--- config.mk ---
export PLATFORM = sky130hd
export DESIGN_NAME = vga_scanout
export DESIGN_NICKNAME = d
export VERILOG_FILES = /design/src/rtl/vga_pkg.sv /design/src/rtl/vga_timing.sv /design/src/rtl/vga_scanout.sv
export SDC_FILE = /design/constraint.sdc
export NUM_CORES = 1
export LEC_CHECK = 0
export CORE_MARGIN = 3
export CORE_UTILIZATION = 47
export CTS_CLUSTER_SIZE = 24
export DETAILED_ROUTE_END_ITERATION = 10
export GPL_ROUTABILITY_DRIVEN = 0
export PLACE_DENSITY_LB_ADDON = 0.2
export RECOVER_POWER = 25
export SKIP_CTS_REPAIR_TIMING = 1
export SYNTH_ARGS = -nofsm -noshare
export SYNTH_HDL_FRONTEND = slang
export SYNTH_SLANG_ARGS = --single-unit
--- constraint.sdc ---
create_clock -name clk -period 2.6 [get_ports clk]
set_clock_uncertainty 0.1 [all_clocks]
set_input_delay 0.52 -clock clk [delete_from_list [all_inputs] [get_ports clk]]
set_output_delay 0.52 -clock clk [all_outputs]
set_load 0.03 [all_outputs]
--- src/rtl/vga_pkg.sv ---
// Shared timing constants, pixel type and colour expansion for the VGA scan-out path.
package vga_pkg;

    localparam int ImageWidth  = 320;
    localparam int ImageHeight = 240;
    localparam int ColorBits   = 3;

    localparam int H_VISIBLE    = 640;
    localparam int H_FRONT      = 16;
    localparam int H_SYNC       = 96;
    localparam int H_BACK       = 48;
    localparam int H_TOTAL      = H_VISIBLE + H_FRONT + H_SYNC + H_BACK;
    localparam int H_SYNC_START = H_VISIBLE + H_FRONT;
    localparam int H_SYNC_END   = H_SYNC_START + H_SYNC;

    localparam int V_VISIBLE    = 480;
    localparam int V_FRONT      = 10;
    localparam int V_SYNC       = 2;
    localparam int V_BACK       = 33;
    localparam int V_TOTAL      = V_VISIBLE + V_FRONT + V_SYNC + V_BACK;
    localparam int V_SYNC_START = V_VISIBLE + V_FRONT;
    localparam int V_SYNC_END   = V_SYNC_START + V_SYNC;

    typedef logic [ColorBits-1:0] color_t;

    // Each colour bit drives a full 8-bit DAC channel: bit2=R, bit1=G, bit0=B.
    function automatic logic [23:0] color_expand(input color_t c);
        return {{8{c[2]}}, {8{c[1]}}, {8{c[0]}}};
    endfunction

endpackage

--- src/rtl/vga_timing.sv ---
// Pixel-rate phase, horizontal/vertical counters and the combinational
// visible/sync flags derived from them, plus the end-of-frame pulse.
module vga_timing
    import vga_pkg::*;
#(
    parameter int HVisible = H_VISIBLE,
    parameter int HFront   = H_FRONT,
    parameter int HSync    = H_SYNC,
    parameter int HBack    = H_BACK,
    parameter int VVisible = V_VISIBLE,
    parameter int VFront   = V_FRONT,
    parameter int VSync    = V_SYNC,
    parameter int VBack    = V_BACK
) (
    input  logic       clk,
    input  logic       reset,
    output logic       o_phase,
    output logic       o_tick,
    output logic [9:0] o_h_cnt,
    output logic [9:0] o_v_cnt,
    output logic       o_vis,
    output logic       o_hsync_n,
    output logic       o_vsync_n,
    output logic       o_frame_done
);

    localparam logic [9:0] H_VIS   = 10'(HVisible);
    localparam logic [9:0] H_SS    = 10'(HVisible + HFront);
    localparam logic [9:0] H_SE    = 10'(HVisible + HFront + HSync);
    localparam logic [9:0] H_LAST  = 10'(HVisible + HFront + HSync + HBack - 1);
    localparam logic [9:0] V_VIS   = 10'(VVisible);
    localparam logic [9:0] V_SS    = 10'(VVisible + VFront);
    localparam logic [9:0] V_SE    = 10'(VVisible + VFront + VSync);
    localparam logic [9:0] V_LAST  = 10'(VVisible + VFront + VSync + VBack - 1);

    logic       r_phase;
    logic [9:0] r_h_cnt;
    logic [9:0] r_v_cnt;
    logic       r_frame_done;
    logic       w_tick;
    logic       w_h_last;
    logic       w_v_last;

    assign w_tick   = r_phase;
    assign w_h_last = (r_h_cnt == H_LAST);
    assign w_v_last = (r_v_cnt == V_LAST);

    always_ff @(posedge clk or negedge reset) begin
        if (!reset) begin
            r_phase      <= 1'b0;
            r_h_cnt      <= '0;
            r_v_cnt      <= '0;
            r_frame_done <= 1'b0;
        end else begin
            r_phase      <= ~r_phase;
            // Cleared on the non-tick clock so the pulse is exactly one clk wide.
            r_frame_done <= w_tick && w_h_last && w_v_last;
            if (w_tick) begin
                if (w_h_last) begin
                    r_h_cnt <= '0;
                    r_v_cnt <= w_v_last ? 10'd0 : r_v_cnt + 10'd1;
                end else begin
                    r_h_cnt <= r_h_cnt + 10'd1;
                end
            end
        end
    end

    assign o_phase      = r_phase;
    assign o_tick       = w_tick;
    assign o_h_cnt      = r_h_cnt;
    assign o_v_cnt      = r_v_cnt;
    assign o_vis        = (r_h_cnt < H_VIS) && (r_v_cnt < V_VIS);
    assign o_hsync_n    = !((r_h_cnt >= H_SS) && (r_h_cnt < H_SE));
    assign o_vsync_n    = !((r_v_cnt >= V_SS) && (r_v_cnt < V_SE));
    assign o_frame_done = r_frame_done;

endmodule

--- src/rtl/vga_scanout.sv ---
// 640x480 VGA scan-out of the 320x240 framebuffer with 2x2 pixel doubling:
// drives the memory read address and registers sync/blank/RGB once per pixel tick.
module vga_scanout
    import vga_pkg::*;
#(
    parameter int HVisible = H_VISIBLE,
    parameter int HFront   = H_FRONT,
    parameter int HSync    = H_SYNC,
    parameter int HBack    = H_BACK,
    parameter int VVisible = V_VISIBLE,
    parameter int VFront   = V_FRONT,
    parameter int VSync    = V_SYNC,
    parameter int VBack    = V_BACK
) (
    input  logic                 clk,
    input  logic                 reset,
    output logic [8:0]           XRead,
    output logic [7:0]           YRead,
    input  logic [ColorBits-1:0] readValueMemory,
    output logic                 vga_clk,
    output logic                 vga_hsync,
    output logic                 vga_vsync,
    output logic                 vga_blank_n,
    output logic [7:0]           vga_r,
    output logic [7:0]           vga_g,
    output logic [7:0]           vga_b,
    output logic                 frame_done
);

    logic        w_phase;
    logic        w_tick;
    logic [9:0]  w_h_cnt;
    logic [9:0]  w_v_cnt;
    logic        w_vis;
    logic        w_hsync_n;
    logic        w_vsync_n;
    logic        w_frame_done;
    logic        w_unused;

    logic        r_hsync;
    logic        r_vsync;
    logic        r_blank_n;
    logic [23:0] r_rgb;

    vga_timing #(
        .HVisible(HVisible), .HFront(HFront), .HSync(HSync), .HBack(HBack),
        .VVisible(VVisible), .VFront(VFront), .VSync(VSync), .VBack(VBack)
    ) u_timing (
        .clk         (clk),
        .reset       (reset),
        .o_phase     (w_phase),
        .o_tick      (w_tick),
        .o_h_cnt     (w_h_cnt),
        .o_v_cnt     (w_v_cnt),
        .o_vis       (w_vis),
        .o_hsync_n   (w_hsync_n),
        .o_vsync_n   (w_vsync_n),
        .o_frame_done(w_frame_done)
    );

    // Dropping the counter LSBs doubles each framebuffer pixel in both directions.
    assign XRead    = w_vis ? w_h_cnt[9:1] : 9'd0;
    assign YRead    = w_vis ? w_v_cnt[8:1] : 8'd0;
    assign w_unused = ^{w_h_cnt[0], w_v_cnt[9], w_v_cnt[0]};

    // The address has been stable for two clks by the tick, so the read data matches it.
    always_ff @(posedge clk or negedge reset) begin
        if (!reset) begin
            r_hsync   <= 1'b1;
            r_vsync   <= 1'b1;
            r_blank_n <= 1'b0;
            r_rgb     <= '0;
        end else if (w_tick) begin
            r_hsync   <= w_hsync_n;
            r_vsync   <= w_vsync_n;
            r_blank_n <= w_vis;
            r_rgb     <= w_vis ? color_expand(readValueMemory) : 24'd0;
        end
    end

    assign vga_clk     = w_phase;
    assign vga_hsync   = r_hsync;
    assign vga_vsync   = r_vsync;
    assign vga_blank_n = r_blank_n;
    assign vga_r       = r_rgb[23:16];
    assign vga_g       = r_rgb[15:8];
    assign vga_b       = r_rgb[7:0];
    assign frame_done  = w_frame_done;

endmodule

==> results of run 1 <==
cell type report:
cell class | count | area [µm²] | area share (%)
timing repair buffer | 55 | 512 | 24.3
clock buffer | 4 | 36.3 | 1.73
inverter | 9 | 33.8 | 1.61
sequential | 28 | 703 | 33.5
multi-input combinational | 115 | 759 | 36.1
tap | 46 | 57.6 | 2.74
cell usage after synthesis:
cell type and instances:
dfrtp_1 26, buf_4 23, and2_1 13, nand2_1 10, nand4_1 10, inv_1 9
nor2_1 9, a21oi_1 8, nand3_1 8, o21ai_0 7, xnor2_1 6, and3_1 5
nor2b_1 5, nor3_1 5, ha_1 4, a31o_2 3, clkbuf_1 3, mux2i_1 3
clkbuf_2 2, dfstp_2 2, xor2_1 2, a311o_2 1, a41oi_1 1, and2_2 1
and3_2 1, and4_1 1, and4_2 1, and4b_1 1, buf_2 1, buf_6 1
mux2_2 1, nand3_2 1, nor3b_1 1, nor4b_4 1, nor4bb_1 1, o22ai_1 1
o41ai_1 1, or3_1 1, or3b_1 1, or3b_2 1
registers in the layout, indices dropped and copies added (netlist names):
name	flops
r_rgb	3
u_timing.o_frame_done	1
u_timing.o_h_cnt	10
u_timing.o_phase	1
u_timing.o_v_cnt	10
vga_blank_n	1
vga_hsync	1
vga_vsync	1
routing by layer:
layer	GRT usage [%]	wire length [µm]	vias to the layer above	share of wire (%)
li1	-	-	663	-
met1	23.4	1710	668	46
met2	30.1	1720	57	46
met3	2.89	261	2	7.0
met4	3.55	14	0	0.38
met5	0	0	-	0
report_power, final:
group / internal (W) / total [W] / leakage [nW] / switching [W]
clock: 0.0000856 / 0.000212 / 0.0210 / 0.000126
sequential: 0.000438 / 0.000443 / 0.358 / 0.00000464
combinational: 0.0000387 / 0.0000949 / 0.583 / 0.0000561
metrics by stage:
| stage | hold WS, ps | cell area, µm² | util, % |
|---|---|---|---|
| CTS | 416 | 2100 | 61.4 |
| detailed placement | 393 | 2060 | 60.3 |
| global route | 469 | 2100 | 61.5 |
| global placement | 385 | 2060 | 60.3 |
| finish | 416 | 2100 | 61.5 |
| floorplan | 124 | 1710 | - |
worst min-delay path by stage:
stage | from | end | slack, ps | depth (start not counted)
after detailed placement | vga_vsync | vga_vsync | 390 | 2
after CTS | vga_vsync | vga_vsync | 420 | 2
after global routing | vga_vsync | vga_vsync | 470 | 2
after global placement | vga_vsync | vga_vsync | 380 | 2
after floorplan | reset | r_rgb[15] | 120 | 0
final | vga_vsync | vga_vsync | 420 | 2
worst register-to-register path: stages (launching register included):
cell      delay [ps]
dfrtp_1          450
inv_1            110
ha_1             160
nor4bb_1         220
nand4_1          460
a21oi_1          310
mux2i_1          110
logic make-up (layout without fill, tap and decap cells):
kind of cell               after synthesis  count (layout)
buffers and inverters                   39              68
xor gates and xnor gates                 8               8
adders and majority gates                4               4
muxes                                    4               4
DFF                                     28              28
and+or+nand+nor                         77              77
AOI/OAI and AO/OA                       22              22
==> impl_metrics.tcl, run 1 <==
set metrics [dict create \
    syn_nets 191 \
    fin_nets 221 \
    start_util_pct 50.0 \
    hold_class "flip-flop to flip-flop" \
    worst-setup-path-type "flip-flop to output port" \
    synthSimpleGateAreaFrac_pct 27.1 \
    cp_top_family "simple AND/OR/NAND/NOR gates" \
    drc_errors 0 \
    critPathCapture "XRead[6]" \
    critPathLaunchType "flip-flop" \
    timing.rr.start "u_timing.o_v_cnt[1]" \
    power_leakage_nw 0.962 \
    crit_start "u_timing.o_v_cnt[5]" \
    core.rowCount 21 \
    cts.path.max_buffers 2 \
    synthTopCellsByArea "dfrtp_1, buf_4, and2_1" \
    worst-path-max-fanout 8 \
    crit_buf_inv 2 \
    rsz0062_at_grt "false" \
    end_kind "output port" \
    vias_per_cell 5.41 \
    relSlewSlack_pct -2.03 \
    ys_warn_count 0 \
    yosysSeqAreaShare_pct 41.2 \
    layout_commonest_cell "clkdlybuf4s50_1" \
    cts_tree "yes" \
    synthXorXnorAreaFrac_pct 4.11 \
    clk-insertion-delay-late_ps 320 \
    place_inst 253 \
    syn-cell-area_um2 1710 \
    hold_violations 0 \
    htreeDepth 1 \
    grt_pass1_vias 1310 \
    rr_worst_depth 6 \
    most-common-layout-cells "clkdlybuf4s50_1, dfrtp_1, buf_4" \
    setup-tns-final_ps 0 \
    initialDrtViolationCount 66 \
    dieHeight_um 66.3 \
    synth_mux_area_share_pct 2.42 \
    synth-compound-area-share_pct 7.99 \
    clkSinkCount 28 \
    crit_cells 6 \
    final.min_clock_period_ps 2410 \
    drv_slew 29 \
    ff2ff_setup_slack_ps 580 \
    synth_top_area_share_pct 38.1 \
    synthAdderAreaFrac_pct 2.93 \
    drv_cap 1 \
    firstDrtPassIters 4 \
    netlist.top_cell.by_area "dfrtp_1" \
    cpPeakStageDelay_ps 480 \
    setup_ws_ps 187 \
    setup_viol_count_final 0 \
    grt-ovfl-total 0 \
    avgRoutedWirePerCell_um 14.4 \
    clockRootBuffer "clkbuf_4" \
    totalWireLength_um 3710 \
    place_ws_ps 331 \
    ys_ff_latch 28 \
    crit_path_frequent_cell "buf_4" \
    grtUsageTotal_pct 17.6 \
    status "finished with violations" \
    synth_top_family_by_area "simple AND/OR/NAND/NOR gates" \
    r2r-end "u_timing.o_v_cnt[6]" \
    syn_inst 182 \
    tightest_slew_ps 1530 \
    dp_hpwl_um 2660 \
    peakVddDrop_uv 246 \
    die_area_um2 4390 \
    power_w 0.000750 \
    yosysUniqueCellTypes 40 \
    drive_gt1_share_pct 16.1 \
    period_share_pct 92.8 \
    layout-area-overhead-vs-synth_pct 23.2 \
    clk_pin_slew_ps 150 \
    crit_slowest_cell "dfrtp_1" \
    grt_pass1_wl_um 6140 \
    stdcell_count 257 \
    dieWidth_um 66.3 \
    grt_max_degree 29 \
    crit_required_ps 1980 \
    synth_area_per_cell_um2 9.38 \
    numCtsBuffers 3 \
    fmax_ghz 0.415 \
    fillers 287 \
    ant_nets 0 \
    cp.arrival_ps 1790 \
    ios 51 \
    crit_chain "nand4_1 > nand2_1 > nor2_1 > buf_4 > and2_2 > buf_4" \
    vias 1390 \
    grt_antenna_before_repair 0 \
    p_per_area_nw_per_um2 357 \
    portBuffers 50 \
    violations "max-capacitance violations, max-slew violations" \
    core_um2 3420 \
    n_antenna_cell 0 \
]
Note: power is estimated with default switching activity, not from simulation.
==> run 2, diff against run 1 <==
Settings changed: CORE_MARGIN 3 to 5, SLEW_MARGIN from default to 10.
==> run 2 against run 1 <==
Net effect:
- the flow now finishes without violations
- total power grew 0.58%
- clock-buffer cell count is the same
- via count shrank 1.7%
- sequential share of layout area is the same
- first-iteration DRC count shrank 12%
- combinational power shrank 0.4%
- global-route usage shrank 2.2 points
- worst hold slack lost 12 ps
- register-to-register slack gained 60 ps
- cell area is the same
- non-clock buffer count is the same
- final cell count is the same
- critical path type unchanged
- largest power group unchanged
==> impl_metrics.tcl, run 2 (synthesis results as in run 1) <==
set metrics [dict create \
    power_w 0.000754 \
    power_leakage_nw 0.962 \
    fmax_ghz 0.407 \
    hold_violations 0 \
    final.min_clock_period_ps 2460 \
    drc_errors 0 \
    fin_nets 221 \
    drv_slew 0 \
    min_to "vga_vsync" \
    wl_met1_um 1720 \
    whs_path_depth 2 \
    core.rowCount 21 \
    clk-insertion-delay-late_ps 330 \
    layout-area-overhead-vs-synth_pct 23.2 \
    p_per_area_nw_per_um2 359 \
    cts.path.max_buffers 2 \
    hold_class "flip-flop to flip-flop" \
    wl_met2_um 1680 \
    timing.hold.ws_ps 404 \
    critPathLaunchType "flip-flop" \
    dieWidth_um 70.3 \
    crit_start "u_timing.o_v_cnt[5]" \
    n_antenna_cell 0 \
    worst-path-max-fanout 11 \
    grt_antenna_before_repair 0 \
    tightest_slew_ps 1490 \
    totalWireLength_um 3710 \
    peakVddDrop_uv 286 \
    clk_pin_slew_ps 150 \
    portBuffers 50 \
    die_area_um2 4940 \
    vias_per_cell 5.32 \
    rr_worst_depth 6 \
    rsz0062_at_grt "false" \
    grtUsageTotal_pct 15.4 \
    ant_nets 0 \
    numCtsBuffers 3 \
    top_layer "met4" \
    dp_hpwl_um 2730 \
    setup_viol_count_final 0 \
    status "finished, final reports clean" \
    dieHeight_um 70.3 \
    min_from "vga_vsync" \
    avgRoutedWirePerCell_um 14.4 \
    grt_pass1_wl_um 6270 \
    clockRootBuffer "clkbuf_4" \
    post_dp_cell_area_um2 2060 \
    grt-ovfl-total 0 \
    grt_max_degree 29 \
    htreeDepth 1 \
    firstDrtPassIters 4 \
    start_util_pct 50.0 \
    wl_met3_um 269 \
    crit_required_ps 1980 \
    cts_tree "yes" \
    design_area_um2 2100 \
    cp.arrival_ps 1840 \
    setup-tns-final_ps 0 \
    end_kind "output port" \
    clkSinkCount 28 \
    layout_commonest_cell "clkdlybuf4s50_1" \
    relSlewSlack_pct 0.493 \
    initialDrtViolationCount 58 \
    core_um2 3420 \
    r2r-end "u_timing.o_v_cnt[7]" \
    ff2ff_setup_slack_ps 640 \
    grt_pass1_vias 1290 \
    drv_cap 0 \
    vias 1367 \
    final_util_pct 61.5 \
    period_share_pct 94.5 \
    most-common-layout-cells "clkdlybuf4s50_1, dfrtp_1, buf_4" \
    worst-setup-path-type "flip-flop to output port" \
    drive_gt1_share_pct 16.1 \
    ios 51 \
    timing.rr.start "u_timing.o_v_cnt[1]" \
]
[run 2: cell counts in the layout (fill, tap and decap cells not counted)]
No cell type changed its count.
[run 2: cell type report]
| type | instances | area [µm²] |
|---|---|---|
| Fill cell | 307 | 1310 |
| Timing Repair Buffer | 55 | 512 |
| Tap cell | 46 | 57.6 |
| Sequential cell | 28 | 703 |
| Clock buffer | 4 | 36.3 |
| Multi-Input combinational cell | 115 | 759 |
| Inverter | 9 | 33.8 |
[run 2: worst max-delay path by stage]
stage                          end  slack, ps
after global routing      YRead[6]          6
after CTS                 XRead[0]       -150
after detailed placement  XRead[0]        270
after floorplan           XRead[2]        440
final                     YRead[6]        140
after global placement    XRead[0]        330
[run 2: per-stage QoR]
stage / instances / setup slack [ps]
after floorplan: 182 / 443
after global placement: 253 / 332
after detailed placement: 253 / 267
after CTS: 257 / -147
after global routing: 257 / 5.74
final: 257 / 142
[run 2: worst max-delay path, cell delays in order (launching register included)]
cell and delay [ps]:
dfrtp_1 490, nand4_1 220, nand2_1 200, nor2_1 80
buf_4 180, and2_1 170, buf_4 160
[run 2: where the power goes]
| group | total (W) | leakage, nW | internal [W] | switching [W] |
|---|---|---|---|---|
| registers | 0.000443 | 0.358 | 0.000438 | 0.00000460 |
| clock network | 0.000217 | 0.0210 | 0.0000859 | 0.000131 |
| logic | 0.0000945 | 0.583 | 0.0000387 | 0.0000558 |
| total | 0.000754 | 0.962 | 0.000563 | 0.000191 |
[run 2: layer usage]
layer | vias up | track usage [%]
met3 | 5 | 4.30
met4 | 0 | 5.53
met1 | 645 | 21.9
li1 | 663 | -
met2 | 54 | 22.1
met5 | - | 0
